### config.mk
export PLATFORM = sky130hd
export DESIGN_NAME = decode_queue_flat
export DESIGN_NICKNAME = d
export VERILOG_FILES = /design/src/rtl/decode_queue_pkg.sv /design/src/rtl/decode_queue_if.sv /design/src/rtl/decode_queue_decode_lane.sv /design/src/rtl/decode_queue.sv /design/src/flat_wrapper.sv
export SDC_FILE = /design/constraint.sdc
export NUM_CORES = 2
export LEC_CHECK = 0
export CAP_MARGIN = 20
export CORE_UTILIZATION = 50
export DETAILED_ROUTE_END_ITERATION = 8
export PLACE_DENSITY = 0.81
export SYNTH_ARGS = -nofsm -noshare
export SYNTH_HDL_FRONTEND = slang
export SYNTH_SLANG_ARGS = --single-unit
### constraint.sdc
create_clock -name clk -period 14.5 [get_ports clk]
set_input_delay 3.625 -clock clk [delete_from_list [all_inputs] [get_ports clk]]
set_output_delay 3.625 -clock clk [all_outputs]
set_load 0.02 [all_outputs]
### src/rtl/decode_queue_pkg.sv
// Shared RV32IM decode types for the fetch -> decode -> dispatch path,
// plus the funct3-to-ALU-op mapping used by both OP and OP-IMM.
package decode_queue_pkg;

  localparam logic [6:0] OP_LUI   = 7'b0110111;
  localparam logic [6:0] OP_AUIPC = 7'b0010111;
  localparam logic [6:0] OP_JAL   = 7'b1101111;
  localparam logic [6:0] OP_JALR  = 7'b1100111;
  localparam logic [6:0] OP_BR    = 7'b1100011;
  localparam logic [6:0] OP_LOAD  = 7'b0000011;
  localparam logic [6:0] OP_STORE = 7'b0100011;
  localparam logic [6:0] OP_IMM   = 7'b0010011;
  localparam logic [6:0] OP_REG   = 7'b0110011;

  localparam logic [6:0] FUNCT7_ALT = 7'b0100000;
  localparam logic [6:0] FUNCT7_MUL = 7'b0000001;

  typedef enum logic [1:0] {alu, mul, br, mem} op_type_t;

  typedef enum logic [3:0] {
    alu_none, alu_add, alu_sub, alu_sll, alu_slt, alu_sltu,
    alu_xor, alu_srl, alu_sra, alu_or, alu_and
  } alu_ops_t;

  typedef enum logic [1:0] {rs1_out, pc_out, no_out} alu_m1_sel_t;
  typedef enum logic       {rs2_out, imm_out} alu_m2_sel_t;

  typedef struct packed {
    logic [31:0] inst;
    logic [31:0] pc;
    logic [63:0] order;
    logic        valid;
  } if_id_stage_reg_t;

  typedef struct packed {
    logic [31:0] inst;
    logic [31:0] pc;
    logic [63:0] order;
    logic        valid;
    logic [6:0]  opcode;
    logic [2:0]  funct3;
    logic [6:0]  funct7;
    logic [4:0]  rs1_addr;
    logic [4:0]  rs2_addr;
    logic [4:0]  rd_addr;
    logic [31:0] imm;
    op_type_t    op_type;
    alu_ops_t    aluop;
    alu_m1_sel_t alu_m1_sel;
    alu_m2_sel_t alu_m2_sel;
    logic [2:0]  multop;
    logic        regf_we;
    logic        illegal;
  } id_dis_stage_reg_t;

  // alt only distinguishes add/sub and srl/sra; callers decide when it applies.
  function automatic alu_ops_t alu_from_funct3(input logic [2:0] funct3, input logic alt);
    alu_ops_t op;
    case (funct3)
      3'b000:  op = alt ? alu_sub : alu_add;
      3'b001:  op = alu_sll;
      3'b010:  op = alu_slt;
      3'b011:  op = alu_sltu;
      3'b100:  op = alu_xor;
      3'b101:  op = alt ? alu_sra : alu_srl;
      3'b110:  op = alu_or;
      default: op = alu_and;
    endcase
    return op;
  endfunction

endpackage

### src/rtl/decode_queue_if.sv
// Fetch-side bundle and dispatch-side window of the decode queue.
interface decode_queue_if import decode_queue_pkg::*; #(parameter int WIDTH = 2);
  localparam int DIS_W = $clog2(WIDTH + 1);

  if_id_stage_reg_t  [WIDTH-1:0] in_pkt;
  logic                          in_ready;
  id_dis_stage_reg_t [WIDTH-1:0] out_pkt;
  logic [DIS_W-1:0]              dis_count;

  modport master (output in_pkt, output dis_count, input in_ready, input out_pkt);
  modport slave  (input in_pkt, input dis_count, output in_ready, output out_pkt);
endinterface

### src/rtl/decode_queue_decode_lane.sv
// Purely combinational RV32IM decoder for one fetch lane.
module decode_lane
  import decode_queue_pkg::*;
(
  input  if_id_stage_reg_t  fetch,
  output id_dis_stage_reg_t decoded
);

  logic [31:0] inst;
  logic [31:0] i_imm, s_imm, b_imm, u_imm, j_imm;

  assign inst  = fetch.inst;
  assign i_imm = {{21{inst[31]}}, inst[30:20]};
  assign s_imm = {{21{inst[31]}}, inst[30:25], inst[11:7]};
  assign b_imm = {{20{inst[31]}}, inst[7], inst[30:25], inst[11:8], 1'b0};
  assign u_imm = {inst[31:12], 12'h000};
  assign j_imm = {{12{inst[31]}}, inst[19:12], inst[20], inst[30:21], 1'b0};

  always_comb begin
    decoded            = '0;
    decoded.inst       = inst;
    decoded.pc         = fetch.pc;
    decoded.order      = fetch.order;
    decoded.valid      = fetch.valid;
    decoded.opcode     = inst[6:0];
    decoded.funct3     = inst[14:12];
    decoded.funct7     = inst[31:25];
    decoded.rs1_addr   = inst[19:15];
    decoded.rs2_addr   = inst[24:20];
    decoded.rd_addr    = inst[11:7];
    decoded.op_type    = alu;
    decoded.aluop      = alu_none;
    decoded.alu_m1_sel = rs1_out;
    decoded.alu_m2_sel = rs2_out;
    case (inst[6:0])
      OP_LUI: begin
        decoded.imm = u_imm; decoded.alu_m1_sel = no_out; decoded.alu_m2_sel = imm_out;
        decoded.aluop = alu_add; decoded.regf_we = 1'b1;
      end
      OP_AUIPC: begin
        decoded.imm = u_imm; decoded.alu_m1_sel = pc_out; decoded.alu_m2_sel = imm_out;
        decoded.aluop = alu_add; decoded.regf_we = 1'b1;
      end
      OP_IMM: begin
        // Only the right-shift immediates carry a meaningful funct7.
        decoded.imm = i_imm; decoded.alu_m2_sel = imm_out; decoded.regf_we = 1'b1;
        decoded.aluop = alu_from_funct3(inst[14:12],
                                        (inst[14:12] == 3'b101) && (inst[31:25] == FUNCT7_ALT));
      end
      OP_REG: begin
        decoded.regf_we = 1'b1;
        if (inst[31:25] == FUNCT7_MUL) begin
          decoded.op_type = mul;
          decoded.multop  = inst[14:12];
        end else begin
          decoded.aluop = alu_from_funct3(inst[14:12], inst[31:25] == FUNCT7_ALT);
        end
      end
      OP_JAL: begin
        decoded.op_type = br; decoded.imm = j_imm; decoded.alu_m1_sel = pc_out;
        decoded.alu_m2_sel = imm_out; decoded.regf_we = 1'b1;
      end
      OP_JALR: begin
        decoded.op_type = br; decoded.imm = i_imm; decoded.alu_m2_sel = imm_out;
        decoded.regf_we = 1'b1;
      end
      OP_BR: begin
        decoded.op_type = br; decoded.imm = b_imm; decoded.alu_m1_sel = pc_out;
        decoded.alu_m2_sel = imm_out;
      end
      OP_LOAD: begin
        decoded.op_type = mem; decoded.imm = i_imm; decoded.alu_m2_sel = imm_out;
        decoded.regf_we = 1'b1;
      end
      OP_STORE: begin
        decoded.op_type = mem; decoded.imm = s_imm; decoded.alu_m2_sel = imm_out;
      end
      default: decoded.illegal = 1'b1;
    endcase
    if (!decoded.regf_we) decoded.rd_addr = '0;
  end

endmodule

### src/rtl/decode_queue.sv
// WIDTH-lane decode stage feeding a circular queue; valid lanes are compacted
// at the tail and dispatch pops from the head via dis_count.
module decode_queue
  import decode_queue_pkg::*;
#(
  parameter int WIDTH = 2,
  parameter int DEPTH = 4
) (
  input logic            clk,
  input logic            rst_n,
  input logic            flush,
  decode_queue_if.slave  bus
);

  localparam int PTR_W = $clog2(DEPTH);
  localparam int CNT_W = PTR_W + 1;
  localparam logic [CNT_W-1:0] DEPTH_C = CNT_W'(DEPTH);
  localparam logic [CNT_W-1:0] WIDTH_C = CNT_W'(WIDTH);

  id_dis_stage_reg_t             entries [DEPTH];
  id_dis_stage_reg_t             decoded [WIDTH];
  id_dis_stage_reg_t [WIDTH-1:0] out_lanes;
  logic [PTR_W-1:0]              head, tail;
  logic [PTR_W-1:0]              wr_addr [WIDTH];
  logic [CNT_W-1:0]              count, push_cnt, pop_cnt, dis_ext;
  logic                          ready, push_en;

  for (genvar g = 0; g < WIDTH; g++) begin : g_lane
    decode_lane u_lane (.fetch(bus.in_pkt[g]), .decoded(decoded[g]));
  end

  // Acceptance looks only at the start-of-cycle fill level, never at this cycle's pop.
  assign ready        = (DEPTH_C - count) >= WIDTH_C;
  assign push_en      = ready && !flush;
  assign bus.in_ready = ready;
  assign dis_ext      = CNT_W'(bus.dis_count);
  assign pop_cnt      = (dis_ext > count) ? count : dis_ext;

  // Each valid lane lands at tail plus the number of valid lanes below it.
  always_comb begin
    push_cnt = '0;
    for (int i = 0; i < WIDTH; i++) begin
      wr_addr[i] = tail + push_cnt[PTR_W-1:0];
      if (bus.in_pkt[i].valid) push_cnt = push_cnt + CNT_W'(1);
    end
  end

  always_ff @(posedge clk or negedge rst_n) begin
    if (!rst_n) begin
      head  <= '0;
      tail  <= '0;
      count <= '0;
    end else if (flush) begin
      head  <= '0;
      tail  <= '0;
      count <= '0;
    end else begin
      head <= head + pop_cnt[PTR_W-1:0];
      if (push_en) begin
        tail  <= tail + push_cnt[PTR_W-1:0];
        count <= count + push_cnt - pop_cnt;
      end else begin
        count <= count - pop_cnt;
      end
    end
  end

  always_ff @(posedge clk) begin
    if (push_en) begin
      for (int i = 0; i < WIDTH; i++) begin
        if (bus.in_pkt[i].valid) entries[wr_addr[i]] <= decoded[i];
      end
    end
  end

  always_comb begin
    for (int i = 0; i < WIDTH; i++) begin
      out_lanes[i] = '0;
      if (CNT_W'(i) < count) out_lanes[i] = entries[head + PTR_W'(i)];
    end
  end

  assign bus.out_pkt = out_lanes;

endmodule
### src/flat_wrapper.sv
// flat-port wrapper written by rule: the top's interface ports become plain ports
module decode_queue_flat import decode_queue_pkg::*;
#(
  parameter int WIDTH = 2,
  parameter int DEPTH = 4
)
  (clk, rst_n, flush, bus_in_pkt, bus_dis_count, bus_in_ready, bus_out_pkt);
  decode_queue_if #(.WIDTH(WIDTH)) bus_i ();
  input logic clk;
  input logic rst_n;
  input logic flush;
  input wire logic [$bits(bus_i.in_pkt)-1:0] bus_in_pkt;
  input wire logic [$bits(bus_i.dis_count)-1:0] bus_dis_count;
  output wire logic [$bits(bus_i.in_ready)-1:0] bus_in_ready;
  output wire logic [$bits(bus_i.out_pkt)-1:0] bus_out_pkt;
  assign bus_i.in_pkt = bus_in_pkt;
  assign bus_i.dis_count = bus_dis_count;
  assign bus_in_ready = bus_i.in_ready;
  assign bus_out_pkt = bus_i.out_pkt;
  decode_queue #(.WIDTH(WIDTH), .DEPTH(DEPTH)) u_core (.clk(clk), .rst_n(rst_n), .flush(flush), .bus(bus_i));
endmodule
==> results.md <==
- Number of enable flip-flop cells after synthesis: between 700 and 800
- Final Hold Fails: 0
- First-pass GRT wire length: around 220 mm
- Synth-to-layout area growth: 21.99%
- CTS Buf Count: 81
- Data arrival, critical path: between 4 and 5 ns
- Post-route ant nets: 0
- Clk sinks: just over 700
- CORE AREA: 86,890 um^2
- Ranking of synthesized cells by area: edfxtp_1 49%, mux4_2 18%, nand2_1 14%
- TritonCTS clock tree: done
- Synth warn: 0
- Clock slew at reported path FFs: 0.06 ns
- Max-cap violations: 0
- HP Class: flop to flop
- Dpl hpwl: ~94 mm
- Min Clock Period, post-route: 7.798 ns
- Synthesized area: ~44,000 um^2
- Asr flop ratio synth: 0.9629%
- Max incr delay on CP: roughly 1.1 ns
- Clock Skew: between 0.02 and 0.03 ns
- # DRC: 0
- Static Leakage: ~20 nW
- Slowest-stage cell, CP: dfrtp_4
- Period utilization: 53.78%
- Critical Path Start Type: flop
- Final Max Slew Viols: 0
- Fin cells: 5,681
- Area leader, netlist: edfxtp_1
- First drt pass iteration count: 6
- Relative slew slack: approximately 22%
- Synth Instances: around 4,000
- Die Area: between 80,000 and 90,000 um^2
- Worst-Skew Late Latency: about 0.65 ns
- Initial Util: around 50%
- CTS H-Tree Depth: 3
- Hold buffers post-CTS: 0
- Setup repair after global routing missed its margin: no
- Vias post-DR: roughly 35,000
- Final #Nets: 4,721
- Inst Count DP: ~5,500
- Worst Tran Pin Value: 1.167 ns
- CP required: between 10 and 15 ns
- Chip width: between 200 and 300 um
- Power per cell area: around 210 nW/um^2
- Worst path top cell family by delay: buffers and inverters
- CP bufs+invs: 2
- Post-layout util: around three fifths
- Syn Nets: ~4,300
- Row Count: between 100 and 150
- Most common flop cell mapped by yosys: edfxtp_1
- GPL Wtd Cong: approximately 0.9
- Avg WL per Cell: roughly 26 um
- Post-CTS Setup Bufs: 0
- Fillers: between 6,000 and 7,000
- Synth cell types: 70
- Initial antenna violation count: 27
- Iteration-0 DRC Markers: approximately 4,500
- Max VDD drop: ~0.00015 V
- Drt via density: a little over 6
- Clock Path Buffers: 3
- CP Capture Type: primary output
- Tot Pwr: about 11 mW
- Critical setup path kind: flop to primary output
- Largest net degree at the start of global routing: roughly 150
- Max FO, Critical Path: 84
- Chip height: ~300 um
- Sequential element share of the synthesized area: a little under 50%
- Vias in the first global route: between 30,000 and 40,000
- Synth top area share: roughly half
- Layout cell share with drive strength beyond 1: a little over an eighth
- Syn Area/Cell: 10.97 um^2
- Setup violations, final: 0
- Seq cells post-synth: 727
- Status: finished clean
- GRT Total Usage: between 30% and 40%
- WL final: between 100 and 150 mm
- CTS resizes: 0
- CP Cell Sequence: buf_4 > mux4_2 > nor2b_1 > clkdlybuf4s50_1
- CTS root buf: clkbuf_16
- Gr ovfl total: 0
- PortBufs: 677
- FMAX: ~130 MHz
- Ports: 678
cell usage after synthesis, types with 25 or more instances:
| cell | n |
|---|---|
| buf_1 | 28 |
| buf_2 | 130 |
| nor2_1 | 92 |
| nand3_1 | 77 |
| clkbuf_1 | 136 |
| nor2b_1 | 370 |
| a22oi_1 | 44 |
| o21ai_0 | 118 |
| buf_4 | 77 |
| mux4_2 | 360 |
| edfxtp_1 | 720 |
| a21oi_1 | 25 |
| mux2i_1 | 27 |
| mux2_2 | 32 |
| nand2_1 | 1580 |
layout by cell type, fill, tap and decap left out, types with 5 or more instances in the layout:
master	Yosys	layout
xor2_1	8	8
inv_1	18	18
nor2b_1	370	370
buf_4	77	50
clkdlybuf4s50_1	0	677
clkinv_1	0	17
a211oi_1	5	5
o21ai_0	118	114
nand2b_1	10	10
mux2_2	32	32
and3_1	7	5
nor3_1	6	6
nor2_1	92	90
dfrtp_1	7	5
nand3_1	77	75
ha_1	13	13
a21oi_1	25	25
mux4_2	360	360
clkbuf_16	0	81
edfxtp_1	720	720
diode_2	0	24
nand2_1	1580	1580
a22oi_1	44	44
buf_12	0	9
clkbuf_1	136	17
clkinv_2	0	9
a21o_1	16	16
a22o_1	8	8
mux2i_1	27	27
bufinv_16	0	6
where the power goes:
part | switching (mW) | internal, mW | total, mW
Sequential | 0.292 | 2.91 | 3.20
Combinational | 3.20 | 2.69 | 5.89
Clock | 0.878 | 1.14 | 2.02
Total | 4.37 | 6.74 | 11.1
final cells by class:
class,count,area (um^2),area share (%)
flip-flops and latches,727,21800,40.73
clock inverters,44,451.7,0.8438
diodes,24,60.06,0.1122
well taps,1155,1445,2.700
repair buffers,738,7387,13.80
inverters,18,67.56,0.1262
multi-input cells,2877,20220,37.78
clock buffers,98,2091,3.906
per-stage QoR:
step	hold slack [ns]	setup WS (ns)	setup TNS (ns)	instance area, um^2
finish	0.6854	6.702	0	53530
global route	0.7714	6.628	0	53510
CTS	0.6637	6.586	0	53400
detailed placement	0.6533	6.405	0	50850
global placement	0.6322	6.491	0	50850
floorplan	0.5741	-3.248	-2337.83	43880
registers in the layout, summed over array words and instances (netlist names):
register	flops
u_core.count	3
u_core.tail	2
u_core.entries	720
u_core.head	2
worst register-to-register path: stages, from the launching register on:
cell,delay (ns)
dfrtp_1,0.52
inv_1,0.19
ha_1,0.25
xnor2_2,0.18
a21oi_4,0.39
and3_4,0.81
buf_4,0.70
buf_4,0.84
nand3_1,0.32
o21ai_0,0.16
kinds of logic after synthesis:
logic type | count (synthesis) | synth area share, %
XOR/XNOR | 13 | 0.2766
buffers and inverters | 396 | 4.522
adder cells (fa/ha/maj) | 15 | 0.4619
flip-flops | 727 | 49.67
multiplexers | 419 | 19.91
AO/OA/AOI/OAI | 242 | 3.442
AND/OR/NAND/NOR | 2188 | 21.72
metal layers:
| layer | part of all wire, % | up-vias | track usage [%] | wire [um] |
|---|---|---|---|---|
| li1 | - | 15000 | - | - |
| met2 | 47 | 2645 | 52.26 | 70650 |
| met1 | 36 | 17180 | 42.61 | 53520 |
| met4 | 5.9 | 12 | 18.90 | 8849 |
| met5 | 0.046 | - | 0 | 69 |
| met3 | 11 | 486 | 6.257 | 16470 |
path summary, 6_finish.rpt:
check	from	end	slack [ns]	cells past startpoint
max in group asynchronous	rst_n	u_core.head[1]$_DFF_PN0_	10.93	1
setup reg to reg	u_core.count[1]$_DFF_PN0_	u_core.entries[0][2]$_DFFE_PP_	9.97	9
setup / recovery	u_core.head[0]$_DFF_PN0_	bus_out_pkt[169]	6.70	4
min in group asynchronous	rst_n	u_core.count[1]$_DFF_PN0_	3.27	1
hold / removal	u_core.tail[1]$_DFFE_PN0P_	u_core.tail[1]$_DFFE_PN0P_	0.69	2
hold reg to reg	u_core.tail[1]$_DFFE_PN0P_	u_core.tail[1]$_DFFE_PN0P_	0.69	2
Power figures use the tool's default switching activity.
